===== src/rtl/mem_io_pkg.sv =====
// Shared types and MMIO address decode helpers for the memory/IO bridge.
package mem_io_pkg;

  // Bridge sequencing states.
  typedef enum logic [1:0] {
    IDLE   = 2'd0,
    ACCESS = 2'd1,
    DONE   = 2'd2
  } state_e;

  // Widest address the decode helpers can describe.
  localparam int unsigned MAX_ADDR_W = 64;

  // All-ones address of width addr_w: switches read / hex write register.
  function automatic logic [MAX_ADDR_W-1:0] sw_hex_addr(input int unsigned addr_w);
    return {MAX_ADDR_W{1'b1}} >> (MAX_ADDR_W - addr_w);
  endfunction

  // One below the switch/hex register: optional LED register.
  function automatic logic [MAX_ADDR_W-1:0] led_addr(input int unsigned addr_w);
    return sw_hex_addr(addr_w) - MAX_ADDR_W'(1);
  endfunction

endpackage


===== src/rtl/mem_io_bridge_if.sv =====
// CPU-side request/response bus of the memory/IO bridge.
interface mem_io_bridge_if #(
  parameter int unsigned DATA_W = 16,
  parameter int unsigned ADDR_W = 16
);
  logic              Req;
  logic              Wr;
  logic [ADDR_W-1:0] Addr;
  logic [DATA_W-1:0] Wdata;
  logic [DATA_W-1:0] Rdata;
  logic              Ready;
  logic              Busy;

  modport master (output Req, Wr, Addr, Wdata, input Rdata, Ready, Busy);
  modport slave  (input Req, Wr, Addr, Wdata, output Rdata, Ready, Busy);
endinterface


===== src/rtl/mem_io_wait_ctr.sv =====
// 4-bit wait-state down-counter: load WAIT_CYC, decrement, flag zero.
module mem_io_wait_ctr #(
  parameter int unsigned WAIT_CYC = 1
) (
  input  logic clk,
  input  logic rst_n,
  input  logic load_i,
  input  logic dec_i,
  output logic done_c_o
);
  localparam int unsigned CNT_W = 4;

  logic [CNT_W-1:0] cnt_q;

  // Load on access start, count down while the strobe is held.
  always_ff @(posedge clk or negedge rst_n) begin
    if (!rst_n) begin
      cnt_q <= '0;
    end else if (load_i) begin
      cnt_q <= CNT_W'(WAIT_CYC);
    end else if (dec_i && (cnt_q != '0)) begin
      cnt_q <= cnt_q - CNT_W'(1);
    end
  end

  assign done_c_o = (cnt_q == '0);
endmodule


===== src/rtl/mem_io_bridge.sv =====
// CPU to SRAM / memory-mapped IO bridge.
// Optional feature: define MEM_IO_LED_EN to add an LED register at the
// address just below the switch/hex register; otherwise that address goes
// to SRAM and LED is tied low.
module mem_io_bridge
  import mem_io_pkg::*;
#(
  parameter int unsigned DATA_W   = 16,
  parameter int unsigned ADDR_W   = 16,
  parameter int unsigned SW_W     = 10,
  parameter int unsigned NUM_HEX  = 4,
  parameter int unsigned WAIT_CYC = 1
) (
  input  logic                 Clk,
  input  logic                 Reset_n,
  mem_io_bridge_if.slave       cpu,
  input  logic [SW_W-1:0]      Switches,
  output logic [4*NUM_HEX-1:0] Hex,
  output logic [SW_W-1:0]      LED,
  output logic [ADDR_W-1:0]    SRAM_ADDR,
  output logic [DATA_W-1:0]    SRAM_Dout,
  input  logic [DATA_W-1:0]    SRAM_Din,
  output logic                 SRAM_OE_n,
  output logic                 SRAM_WE_n
);
  localparam int unsigned HEX_W = 4 * NUM_HEX;
  localparam logic [ADDR_W-1:0] SW_HEX_ADDR = ADDR_W'(sw_hex_addr(ADDR_W));
`ifdef MEM_IO_LED_EN
  localparam logic [ADDR_W-1:0] LED_ADDR = ADDR_W'(led_addr(ADDR_W));
`endif

  state_e            state_q, state_d;
  logic              wr_q, wr_d;
  logic [DATA_W-1:0] rdata_q, rdata_d;
  logic              ready_q, ready_d;
  logic              busy_q, busy_d;
  logic [HEX_W-1:0]  hex_q, hex_d;
  logic [ADDR_W-1:0] sram_addr_q, sram_addr_d;
  logic [DATA_W-1:0] sram_dout_q, sram_dout_d;
  logic              oe_n_q, oe_n_d;
  logic              we_n_q, we_n_d;
`ifdef MEM_IO_LED_EN
  logic [SW_W-1:0]   led_q, led_d;
`endif
  logic              ctr_load_c, ctr_dec_c, ctr_done_c;

  // Wait-state timer for SRAM strobes.
  mem_io_wait_ctr #(.WAIT_CYC(WAIT_CYC)) u_wait_ctr (
    .clk      (Clk),
    .rst_n    (Reset_n),
    .load_i   (ctr_load_c),
    .dec_i    (ctr_dec_c),
    .done_c_o (ctr_done_c)
  );

  // Next-state and next-output logic; strobes default inactive.
  always_comb begin
    state_d     = state_q;
    wr_d        = wr_q;
    rdata_d     = rdata_q;
    hex_d       = hex_q;
    sram_addr_d = sram_addr_q;
    sram_dout_d = sram_dout_q;
    oe_n_d      = 1'b1;
    we_n_d      = 1'b1;
    ready_d     = 1'b0;
    ctr_load_c  = 1'b0;
    ctr_dec_c   = 1'b0;
`ifdef MEM_IO_LED_EN
    led_d       = led_q;
`endif
    case (state_q)
      IDLE: begin
        if (cpu.Req) begin
          wr_d = cpu.Wr;
          if (cpu.Addr == SW_HEX_ADDR) begin
            if (cpu.Wr) hex_d = cpu.Wdata[HEX_W-1:0];
            else        rdata_d = DATA_W'(Switches);
            state_d = DONE;
            ready_d = 1'b1;
          end
`ifdef MEM_IO_LED_EN
          else if (cpu.Addr == LED_ADDR) begin
            if (cpu.Wr) led_d = cpu.Wdata[SW_W-1:0];
            else        rdata_d = DATA_W'(led_q);
            state_d = DONE;
            ready_d = 1'b1;
          end
`endif
          else begin
            state_d     = ACCESS;
            ctr_load_c  = 1'b1;
            sram_addr_d = cpu.Addr;
            sram_dout_d = cpu.Wr ? cpu.Wdata : '0;
            oe_n_d      = cpu.Wr;
            we_n_d      = ~cpu.Wr;
          end
        end
      end
      ACCESS: begin
        if (ctr_done_c) begin
          state_d = DONE;
          ready_d = 1'b1;
          if (!wr_q) rdata_d = SRAM_Din;
        end else begin
          ctr_dec_c = 1'b1;
          oe_n_d    = oe_n_q;
          we_n_d    = we_n_q;
        end
      end
      DONE:    state_d = IDLE;
      default: state_d = IDLE;
    endcase
    busy_d = (state_d != IDLE);
  end

  // State and registered outputs.
  always_ff @(posedge Clk or negedge Reset_n) begin
    if (!Reset_n) begin
      state_q     <= IDLE;
      wr_q        <= 1'b0;
      rdata_q     <= '0;
      ready_q     <= 1'b0;
      busy_q      <= 1'b0;
      hex_q       <= '0;
      sram_addr_q <= '0;
      sram_dout_q <= '0;
      oe_n_q      <= 1'b1;
      we_n_q      <= 1'b1;
`ifdef MEM_IO_LED_EN
      led_q       <= '0;
`endif
    end else begin
      state_q     <= state_d;
      wr_q        <= wr_d;
      rdata_q     <= rdata_d;
      ready_q     <= ready_d;
      busy_q      <= busy_d;
      hex_q       <= hex_d;
      sram_addr_q <= sram_addr_d;
      sram_dout_q <= sram_dout_d;
      oe_n_q      <= oe_n_d;
      we_n_q      <= we_n_d;
`ifdef MEM_IO_LED_EN
      led_q       <= led_d;
`endif
    end
  end

  assign cpu.Rdata = rdata_q;
  assign cpu.Ready = ready_q;
  assign cpu.Busy  = busy_q;
  assign Hex       = hex_q;
  assign SRAM_ADDR = sram_addr_q;
  assign SRAM_Dout = sram_dout_q;
  assign SRAM_OE_n = oe_n_q;
  assign SRAM_WE_n = we_n_q;
`ifdef MEM_IO_LED_EN
  assign LED       = led_q;
`else
  assign LED       = '0;
`endif
endmodule


===== src/flat_wrapper.sv =====
// flat-port wrapper written by rule: the top's interface ports become plain ports
module mem_io_bridge_flat import mem_io_pkg::*;
#(
  parameter int unsigned DATA_W   = 16,
  parameter int unsigned ADDR_W   = 16,
  parameter int unsigned SW_W     = 10,
  parameter int unsigned NUM_HEX  = 4,
  parameter int unsigned WAIT_CYC = 1
)
  (Clk, Reset_n, Switches, Hex, LED, SRAM_ADDR, SRAM_Dout, SRAM_Din, SRAM_OE_n, SRAM_WE_n, cpu_Req, cpu_Wr, cpu_Addr, cpu_Wdata, cpu_Rdata, cpu_Ready, cpu_Busy);
  mem_io_bridge_if #(.DATA_W(DATA_W), .ADDR_W(ADDR_W)) cpu_i ();
  input  logic Clk;
  input  logic Reset_n;
  input  logic [SW_W-1:0] Switches;
  output logic [4*NUM_HEX-1:0] Hex;
  output logic [SW_W-1:0] LED;
  output logic [ADDR_W-1:0] SRAM_ADDR;
  output logic [DATA_W-1:0] SRAM_Dout;
  input  logic [DATA_W-1:0] SRAM_Din;
  output logic SRAM_OE_n;
  output logic SRAM_WE_n;
  input wire logic [$bits(cpu_i.Req)-1:0] cpu_Req;
  input wire logic [$bits(cpu_i.Wr)-1:0] cpu_Wr;
  input wire logic [$bits(cpu_i.Addr)-1:0] cpu_Addr;
  input wire logic [$bits(cpu_i.Wdata)-1:0] cpu_Wdata;
  output wire logic [$bits(cpu_i.Rdata)-1:0] cpu_Rdata;
  output wire logic [$bits(cpu_i.Ready)-1:0] cpu_Ready;
  output wire logic [$bits(cpu_i.Busy)-1:0] cpu_Busy;
  assign cpu_i.Req = cpu_Req;
  assign cpu_i.Wr = cpu_Wr;
  assign cpu_i.Addr = cpu_Addr;
  assign cpu_i.Wdata = cpu_Wdata;
  assign cpu_Rdata = cpu_i.Rdata;
  assign cpu_Ready = cpu_i.Ready;
  assign cpu_Busy = cpu_i.Busy;
  mem_io_bridge #(.DATA_W(DATA_W), .ADDR_W(ADDR_W), .SW_W(SW_W), .NUM_HEX(NUM_HEX), .WAIT_CYC(WAIT_CYC)) u_core (.Clk(Clk), .Reset_n(Reset_n), .cpu(cpu_i), .Switches(Switches), .Hex(Hex), .LED(LED), .SRAM_ADDR(SRAM_ADDR), .SRAM_Dout(SRAM_Dout), .SRAM_Din(SRAM_Din), .SRAM_OE_n(SRAM_OE_n), .SRAM_WE_n(SRAM_WE_n));
endmodule

===== config.mk =====
export PLATFORM = sky130hd
export DESIGN_NAME = mem_io_bridge_flat
export DESIGN_NICKNAME = d
export VERILOG_FILES = /design/src/rtl/mem_io_pkg.sv /design/src/rtl/mem_io_bridge_if.sv /design/src/rtl/mem_io_wait_ctr.sv /design/src/rtl/mem_io_bridge.sv /design/src/flat_wrapper.sv
export SDC_FILE = /design/constraint.sdc
export NUM_CORES = 1
export LEC_CHECK = 0
export ABC_AREA = 1
export ABC_CLOCK_PERIOD_IN_PS = 2400
export CORE_ASPECT_RATIO = 1.4
export CORE_MARGIN = 2
export CORE_UTILIZATION = 25
export CTS_CLUSTER_DIAMETER = 150
export DETAILED_ROUTE_END_ITERATION = 10
export PLACE_DENSITY_LB_ADDON = 0.2
export SYNTH_ARGS = -nofsm -noshare
export SYNTH_HDL_FRONTEND = slang
export SYNTH_HIERARCHICAL = 1
export SYNTH_SLANG_ARGS = --single-unit

===== constraint.sdc =====
create_clock -name Clk -period 2.4 [get_ports Clk]
set_clock_uncertainty 0.15 [all_clocks]
set_input_delay 0.48 -clock Clk [delete_from_list [all_inputs] [get_ports Clk]]
set_output_delay 0.48 -clock Clk [all_outputs]
set_load 0.005 [all_outputs]

Word-level counts from Yosys, hierarchy flattened

Index checks and enable logic that the tools add are counted.

Output and inout port bits: 78
Flip-flop bits (word level): 75
Word-level logic and storage cells: 61
Input port bits: 62

Bitwise gates (word level): 2
Equal/unequal tests: 7
Multiplexer cells: 29
Reductions and logical operators: 11
Add/sub/neg operators: 1

Operators with widths:

| cell                 | count |
|---|---|
| $mux 16              | 6 |
| $pmux 16 s2          | 1 |
| $eq 16x16->1 const B | 1 |
| $mux 1               | 13 |
| $mux 4               | 2 |
| $mux 2               | 3 |
| $ne 2x2->1 const B   | 3 |
| $pmux 1 s2           | 3 |
| $reduce_and 6->1     | 1 |
| $reduce_bool 2->1    | 3 |
| $logic_not 4->1      | 1 |
| $ne 2x1->1 const B   | 2 |
| $pmux 2 s2           | 1 |
| $reduce_and 4->1     | 1 |
| $reduce_bool 4->1    | 1 |
| $sub 4x1->4 const B  | 1 |
| $reduce_and 3->1     | 1 |
| $eq 2x1->1 const B   | 1 |
| $logic_not 2->1      | 1 |
| $not 1->1            | 2 |
| $reduce_and 2->1     | 1 |
| $logic_and 1x1->1    | 1 |

Logic depth before layout (Yosys ltp)

Gate-level depths: netlist (run 1).

Depth in word-level cells: 6
Depth in mapped cells: 11
Gate-level depth less buffers: 10

Modules after synthesis

The synthesis (run 1) kept the hierarchy.

Modules (own cells, without submodules):

| module          | instances | sequential area each (um^2) | cells each | area an instance (um^2) |
|---|---|---|---|---|
| mem_io_bridge   | 1         | 1779.2                      | 404        | 3254.4 |
| mem_io_wait_ctr | 1         | 100.1                       | 35         | 255.2 |

Worst setup path before layout (run 1)

No wires, ideal clock.

Path kind: register to register
Start point: register u_core.u_wait_ctr.cnt_q[0]
End point: register u_core.rdata_q[0], in the netlist u_core/cpu.Rdata[0]
Setup time: 117 ps
Buffers on the path: 1
Data arrival time: 1706 ps
Required time: 2133 ps
Stages on the path, launching flop included: 11
Slack: 427 ps
Period minus slack after synthesis: 1973 ps
Cell sequence: dfrtp_1 > inv_1 > ha_1 > nand2_1 > inv_1 > inv_1 > nor2_1 > nand2_1 > clkbuf_1 > nand3_1 > nand2_1

Cells in the longest elaborated chain, start to end: 3

Ends and longest elaborated chain:

| element                     | RTL line              | text |
|---|---|---|
| from (decl)                 | mem_io_wait_ctr.sv:13 | `logic [CNT_W-1:0] cnt_q;` |
| from (signal assigned)      | mem_io_wait_ctr.sv:20 | `cnt_q <= CNT_W'(WAIT_CYC);` |
| from (signal assigned)      | mem_io_wait_ctr.sv:22 | `cnt_q <= cnt_q - CNT_W'(1);` |
| $logic_not 4->1             | mem_io_wait_ctr.sv:26 | `assign done_c_o = (cnt_q == '0);` |
| named net u_core.ctr_done_c | mem_io_bridge.sv:45   | `logic ctr_load_c, ctr_dec_c, ctr_done_c;` |
| $ne 2x1->1 (no line)        | n/a                   |  |
| $reduce_and 6->1 (no line)  | n/a                   |  |
| to (signal assigned)        | mem_io_bridge.sv:136  | `rdata_q <= rdata_d;` |
| to (decl)                   | mem_io_bridge.sv:34   | `logic [DATA_W-1:0] rdata_q, rdata_d;` |

The timed path passes the listed nets, and every way through them passes these cells.
A chain may end at the register's enable or synchronous reset.

Worst setup path in the final report (run 1)

Start point: input port cpu_Addr[1]
End point: register u_core.u_wait_ctr.cnt_q[1]

Cells in the longest elaborated chain, start to end: 5
Elaborated cells between the ends (all ways): 6
Those cells by class: eq/ne: 1; mux: 4; reduce/logical: 1

Ends and longest elaborated chain:

| element                                            | RTL line            | text |
|---|---|---|
| from (decl)                                        | flat_wrapper.sv:24  | `input wire logic [$bits(cpu_i.Addr)-1:0] cpu_Addr;` |
| $eq 16x16->1 (*)                                   | mem_io_bridge.sv:76 | `if (cpu.Addr == SW_HEX_ADDR) begin` |
| $mux 1 (*)                                         | mem_io_bridge.sv:76 |  |
| $mux 1 (*)                                         | mem_io_bridge.sv:74 | `if (cpu.Req) begin` |
| $mux 1 (*)                                         | mem_io_bridge.sv:72 | `case (state_q)` |
| $mux 4 / $reduce_bool 2->1 (equally long branches) | n/a                 |  |

Mark *: on every way between the ends. The rest lies on a longest branch, timed or not.

==> results of run 1 <==
-- metal layers --
| layer | vias to the layer above | track usage (%) | routed length, µm |
|---|---|---|---|
| li1 | 1654 | - | - |
| met1 | 1492 | 15.4 | 4120 |
| met2 | 97 | 25.8 | 5180 |
| met3 | 12 | 5.09 | 763 |
| met4 | 0 | 5.12 | 153 |
| met5 | - | 0 | 0 |
-- registers in the layout, indices dropped and copies added, names as in the netlist --
register and count:
u_core/Hex 16, u_core/SRAM_ADDR 16, u_core/SRAM_Dout 16, u_core/SRAM_OE_n 1, u_core/SRAM_WE_n 1, u_core/cpu.Busy 1
u_core/cpu.Rdata 16, u_core/cpu.Ready 1, u_core/state_q 2, u_core/u_wait_ctr/cnt_q 4, u_core/wr_q 1
-- Yosys cell counts --
| library cell | count | area [µm²] |
|---|---|---|
| nor2_1 | 11 | 41.3 |
| nor2_2 | 2 | 12.5 |
| dfstp_2 | 2 | 52.6 |
| nand3_1 | 19 | 95.1 |
| a21oi_1 | 3 | 15.0 |
| inv_4 | 1 | 6.26 |
| buf_2 | 3 | 15.0 |
| inv_1 | 30 | 113 |
| nor2_4 | 2 | 22.5 |
| nand2_2 | 4 | 25.0 |
| nor3_4 | 1 | 16.3 |
| ha_1 | 2 | 25.0 |
| conb_1 | 1 | 3.75 |
| clkbuf_1 | 16 | 60.1 |
| o21ai_0 | 32 | 160 |
| inv_2 | 1 | 3.75 |
| o22ai_1 | 3 | 18.8 |
| nand4_1 | 24 | 150 |
| nand3_2 | 1 | 10.0 |
| xor2_1 | 1 | 8.76 |
| nor3_1 | 1 | 5.00 |
| nand2_1 | 192 | 721 |
| buf_1 | 1 | 3.75 |
| dfrtp_1 | 73 | 1830 |
| buf_6 | 1 | 11.3 |
| o21ai_1 | 1 | 5.00 |
| buf_4 | 11 | 82.6 |
-- kinds of logic after synthesis --
family	share of synthesized area, %
other	0.107
flip-flops	53.5
adder cells (fa/ha/maj)	0.713
buffers and inverters	8.41
XOR/XNOR	0.250
AND/OR/NAND/NOR	31.3
AO/OA/AOI/OAI	5.67
-- worst min path at each step --
stage / to / depth (start not counted)
global route: u_core/Hex[13] / 2
finish: u_core/Hex[5] / 2
global placement: u_core/Hex[13] / 2
floorplan: u_core/Hex[0] / 0
detailed placement: u_core/Hex[5] / 2
CTS: u_core/Hex[5] / 2
-- power by group through the flow --
stage	Combinational [mW]	Clock [mW]	Sequential (mW)
2_1_floorplan	0.972	0	1.96
3_3_place_gp	2.19	0	1.98
3_5_place_dp	2.23	0	1.99
4_1_cts	2.24	1.70	1.97
5_1_grt	2.47	1.76	2.02
6_report	2.19	1.66	1.96
-- cells in the final DEF (no fill, tap or decap), drive strengths merged --
cell / n
dfrtp: 73
nand4: 24
inv: 32
ha: 2
nand3: 20
dfstp: 2
xor2: 1
nor2: 15
conb: 10
dlygate4sd3: 1
clkinv: 1
clkdlybuf4s50: 128
o21ai: 33
nor3: 2
buf: 23
o22ai: 3
clkbuf: 10
nand2: 196
bufinv: 4
a21oi: 3
-- area by class of cell --
| cell class | count | area, µm² | area share, % |
|---|---|---|---|
| Sequential cell | 75 | 1880 | 34.3 |
| Clock inverter | 5 | 125 | 2.28 |
| Inverter | 32 | 123 | 2.24 |
| Timing Repair Buffer | 152 | 1510 | 27.6 |
| Clock buffer | 10 | 239 | 4.36 |
| Multi-Input combinational cell | 309 | 1370 | 25.0 |
| Tap cell | 185 | 231 | 4.22 |
-- critical path, stage by stage --
cell and delay [ps]:
clkdlybuf4s50_1 490, nand2_1 60, nor2_1 260, nand2_1 140, nor2_4 300, nor2_4 130, inv_1 140, nand2_2 80
nand2_1 60, o21ai_1 60
==> flow_metrics.py, run 1 <==
metrics = {
    "finish": {
        "n_antenna_cell": 0,
        "area_growth_pct": 56.3,
        "drive_gt1_share_pct": 8.92,
        "post-route-util_pct": 39.6,
        "fill_cells": 1399,
        "final_area_um2": 5490,
        "fin_cells": 768,
        "nets": 643,
    },
    "power": {
        "comb_power_share_pct": 37.7,
        "clockPowerShare_pct": 28.5,
        "ir_drop_uv": 421,
        "p_sw_mw": 1.81,
        "p_leak_nw": 2.74,
        "power_switching_share_pct": 31.2,
        "p_total_mw": 5.81,
        "internal_power_mw": 3.99,
        "seq_power_share_pct": 33.7,
        "power_density_nw_per_um2": 1060,
    },
    "sta": {
        "grt_setup_unrepaired": "no",
        "setup_viol": 0,
        "hold_viol_final": 0,
        "tns_ps": 0,
        "max_freq_ghz": 0.467,
        "fin_crit_ps": 2140,
        "setup_slack_ps": 257,
        "finalCritPeriodShare_pct": 89.3,
        "slew_viol_final": 0,
        "worstMarginPinSlew_ps": 521,
        "holdWs_ps": 326,
        "relSlewSlack_pct": 65.2,
    },
    "critical_path": {
        "end_kind": "flip-flop",
        "r2r_cells": 10,
        "crit_path_end": "u_core/u_wait_ctr/cnt_q[1]",
        "cp_max_fo": 12,
        "r2r_end": "u_core/cpu.Rdata[5]",
        "critPathRequiredTime_ps": 2470,
        "rrSetupSlack_ps": 390,
        "reg2reg_from": "u_core/u_wait_ctr/cnt_q[0]",
        "start_kind": "primary input",
        "arrival_ps": 2210,
        "setup.worst_path.class": "primary input to flip-flop",
        "crit_start": "cpu_Addr[1]",
    },
    "grt": {
        "grt-ovfl-total": 0,
        "grt_pass1_vias": 3400,
        "grt_pass1_wl_um": 17000,
        "antenna_found_initial": 0,
        "grt_usage_pct": 14.3,
        "grt_max_degree": 40,
    },
    "detailed_routing": {
        "drtPass1Iterations": 4,
        "drt_iter0_markers": 141,
        "drc": 0,
        "vias_per_cell": 4.24,
        "vias": 3255,
        "routed_wl_um": 10200,
        "drtAntennaViolNets": 0,
        "wire_per_inst_um": 13.3,
    },
    "clock_network": {
        "postCtsSetupRepairBufs": 0,
        "cts_inserted_buffers": 9,
        "cts_tree": "done",
        "root_buffer": "clkbuf_16",
        "cts-resized-gates": 0,
        "clkLatencyLatePin_ps": 330,
        "cts_sinks": 75,
        "htreeDepth": 3,
        "clockBufferDepth": 2,
        "clkTransAtPathRegs_ps": 60,
        "cts_hold_buf": 1,
    },
    "placement": {
        "placedCellCount": 752,
        "io_buffers": 129,
        "placed_area_um2": 5110,
        "dp_slack_ps": -126,
        "dp_hpwl_um": 7560,
        "place_congestion": 0.795,
    },
    "floorplanning": {
        "die_h_um": 144,
        "core-area_um2": 13800,
        "die_w_um": 104,
        "top_level_ports": 140,
        "initial_core_util_pct": 25.3,
        "rows": 51,
        "dieArea_um2": 15000,
    },
    "status": {
        "outcome": "finished clean",
    },
    "logic_synthesis": {
        "synth.distinct_cells": 27,
        "ys_ff_latch": 75,
        "ys_seq_area_share_pct": 53.5,
        "synth.cell_area_um2": 3510,
        "ys_warn_count": 6,
        "syn_inst": 439,
        "synth_area_per_cell_um2": 7.99,
    },
    "worst_hold_path": {
        "min_from": "u_core/Hex[5]",
        "hold_path.class": "flip-flop to flip-flop",
    },
    "job": {
        "cap_violations": 0,
    },
}
(Power assumes the default switching activity.)
==> run 2: changes to the inputs <==
ABC_AREA = unset   (was 1)
==> run 2 against run 1 <==
Power is 3.7% higher; synthesized area is 5.9% lower; non-clock buffer count is 4 lower; cell count is 25% lower; flip-flop and latch count unchanged; sequential power up 3%; clock power hardly changed; synthesized cell count down 38%; global-route usage down 1.8 points; die area shrank 5.7%; sequential share of layout area grew 1.5 points; largest cell class unchanged; critical path type unchanged.
==> flow_metrics.py, run 2 <==
metrics = {
    "status": {
        "outcome": "finished clean",
    },
    "logic_synthesis": {
        "synth.cell_area_um2": 3300,
        "synthFlopType": "dfrtp_1",
        "synth_top_cells_by_area": "dfrtp_1 55%, mux2_2 11%, nand2_1 5.8%, mux2_4 4.5%, o31ai_1 3.6%",
        "synth_area_per_cell_um2": 12.1,
        "ys_seq_area_share_pct": 56.9,
        "synth_top_area_share_pct": 55.3,
        "synth.distinct_cells": 35,
        "yosysMostFrequentCell": "dfrtp_1",
        "ys_warn_count": 6,
        "synth_top_cell_by_area": "dfrtp_1",
        "syn_inst": 273,
        "async_flop_share_pct": 100,
        "synth_edf_count": 0,
        "netlist_top_cells_count": "73 x dfrtp_1, 51 x nand2_1, 31 x mux2_2",
        "ys_ff_latch": 75,
    },
    "sta": {
        "relSlewSlack_pct": 37.1,
        "fin_crit_ps": 2300,
        "finalCritPeriodShare_pct": 95.7,
        "setup_viol": 0,
        "grt_setup_unrepaired": "no",
        "worstMarginPinSlew_ps": 942,
        "max_freq_ghz": 0.435,
        "setup_slack_ps": 103,
        "slew_viol_final": 0,
        "hold_viol_final": 0,
    },
    "detailed_routing": {
        "wire_per_inst_um": 15.0,
        "drtPass1Iterations": 4,
        "vias": 2528,
        "drc": 0,
        "drtAntennaViolNets": 0,
        "routed_wl_um": 8610,
        "drt_iter0_markers": 64,
        "vias_per_cell": 4.40,
    },
    "critical_path": {
        "reg2reg_from": "u_core/u_wait_ctr/cnt_q[0]",
        "cp_common_cell": "buf_12",
        "cp_max_fo": 37,
        "setup.worst_path.class": "primary input to flip-flop",
        "critPathRequiredTime_ps": 2450,
        "end_kind": "flip-flop",
        "r2r_cells": 7,
        "r2r_end": "u_core/cpu.Rdata[0]",
        "crit_path_end": "u_core/cpu.Rdata[0]",
        "slowest_delay_ps": 480,
        "crit_start": "cpu_Addr[13]",
        "critPathSlowestCell": "clkdlybuf4s50_1",
        "arrival_ps": 2350,
        "crit_chain": "clkdlybuf4s50_1, nand4_1, nor4_4, buf_12, a31oi_4, buf_12, mux2_1",
        "rrSetupSlack_ps": 290,
        "start_kind": "primary input",
    },
    "finish": {
        "drive_gt1_share_pct": 20.7,
        "n_antenna_cell": 0,
        "final_cell_mix": "128 x clkdlybuf4s50_1, 73 x dfrtp_1, 51 x nand2_1",
        "nets": 480,
        "layout_commonest_cell": "clkdlybuf4s50_1",
        "area_growth_pct": 59.1,
        "final_area_um2": 5250,
        "fin_cells": 574,
    },
    "clock_network": {
        "clkTransAtPathRegs_ps": 60,
        "cts_inserted_buffers": 9,
        "cts_tree": "done",
        "root_buffer": "clkbuf_16",
        "clockBufferDepth": 2,
        "cts_sinks": 75,
        "clkLatencyLatePin_ps": 330,
        "htreeDepth": 3,
    },
    "placement": {
        "placedCellCount": 556,
        "place_congestion": 0.717,
        "placed_area_um2": 4840,
        "io_buffers": 129,
        "dp_hpwl_um": 6180,
        "dp_slack_ps": -447,
    },
    "floorplanning": {
        "rows": 49,
        "top_level_ports": 140,
        "initial_core_util_pct": 25.6,
        "core-area_um2": 12900,
        "die_h_um": 140,
        "die_w_um": 101,
        "dieArea_um2": 14200,
    },
    "grt": {
        "grt_usage_pct": 12.5,
        "grt-ovfl-total": 0,
        "antenna_found_initial": 0,
        "grt_pass1_vias": 2628,
        "grt_pass1_wl_um": 13800,
        "grt_max_degree": 76,
    },
    "worst_hold_path": {
        "hold_path.class": "primary input to asynchronous set/reset pin",
    },
    "job": {
        "cap_violations": 0,
    },
    "power": {
        "p_leak_nw": 2.33,
        "power_density_nw_per_um2": 1150,
        "ir_drop_uv": 485,
    },
}
-- run 2: changes by cell type in the layout (fill, tap and decap cells not counted), sizes merged, moves of 16 or more --
| cell | delta |
|---|---|
| inv | -28 |
| mux2 | +43 |
| nand2 | -145 |
| nand3 | -19 |
| nand4 | -20 |
| o21ai | -16 |
| o31ai | +16 |
-- run 2: worst min path at each step --
stage	start	endpoint	slack, ps	cells after the start
final	Reset_n	u_core/Hex[9]	10	2
after global routing	Reset_n	u_core/Hex[9]	40	2
after CTS	Reset_n	u_core/Hex[9]	30	2
after detailed placement	u_core/cpu.Rdata[14]	u_core/cpu.Rdata[14]	330	1
after global placement	u_core/cpu.Rdata[0]	u_core/cpu.Rdata[0]	330	1
after floorplan	Reset_n	u_core/Hex[0]	30	0
-- run 2: cells by family after synthesis --
logic type / Yosys count / synth area share (%)
simple gates: 75 / 11.4
flops: 75 / 56.9
compound gates: 47 / 9.63
mux: 44 / 16.1
buf+inv: 29 / 5.12
fa+ha+maj: 2 / 0.758
other cells: 1 / 0.114
-- run 2: repair_timing --
action,in CTS,in global routing
setup buffers,1,1
hold buffers,0,0
pin swaps,1,0
gates resized for setup,4,1
gates cloned,0,0
hold endpoints to repair,0,0
endpoints found under the setup margin,21,9
-- run 2: power by group --
group / internal [mW] / switching (mW) / leakage (nW) / total, mW
clock network: 1.18 / 0.506 / 0.183 / 1.68
registers: 1.76 / 0.249 / 0.947 / 2.01
logic: 1.42 / 0.914 / 1.20 / 2.33
-- run 2: layer usage --
layer	share of wire, %	GRT usage, %
met2	50	19.9
met3	7.1	4.19
met5	0	0
met4	1.9	5.19
met1	41	15.4
-- run 2: critical path, delay by kind of cell --
kind                   cells  cell delay [ps]
buffers and inverters      3              880
and+or+nand+nor            2              560
muxes                      1              310
AOI/OAI and AO/OA          1              120
-- run 2: metrics by stage --
stage	utilization (%)	hold slack, ps	setup TNS (ps)	power (mW)
floorplan	-	34.4	0	3.02
global placement	37.6	332	-17330	4.33
detailed placement	37.6	334	-17850	4.37
CTS	40.7	33.8	0	6.11
global route	40.8	43.2	0	6.42
finish	40.8	12.4	0	6.02
-- run 2: layout make-up --
class,instances,area [µm²]
clock inverter,4,120
sequential,75,1880
timing repair buffer,148,1480
fill,1270,7620
multi-input combinational,178,1310
inverter,4,15.0
clock buffer,12,256
tap,153,191
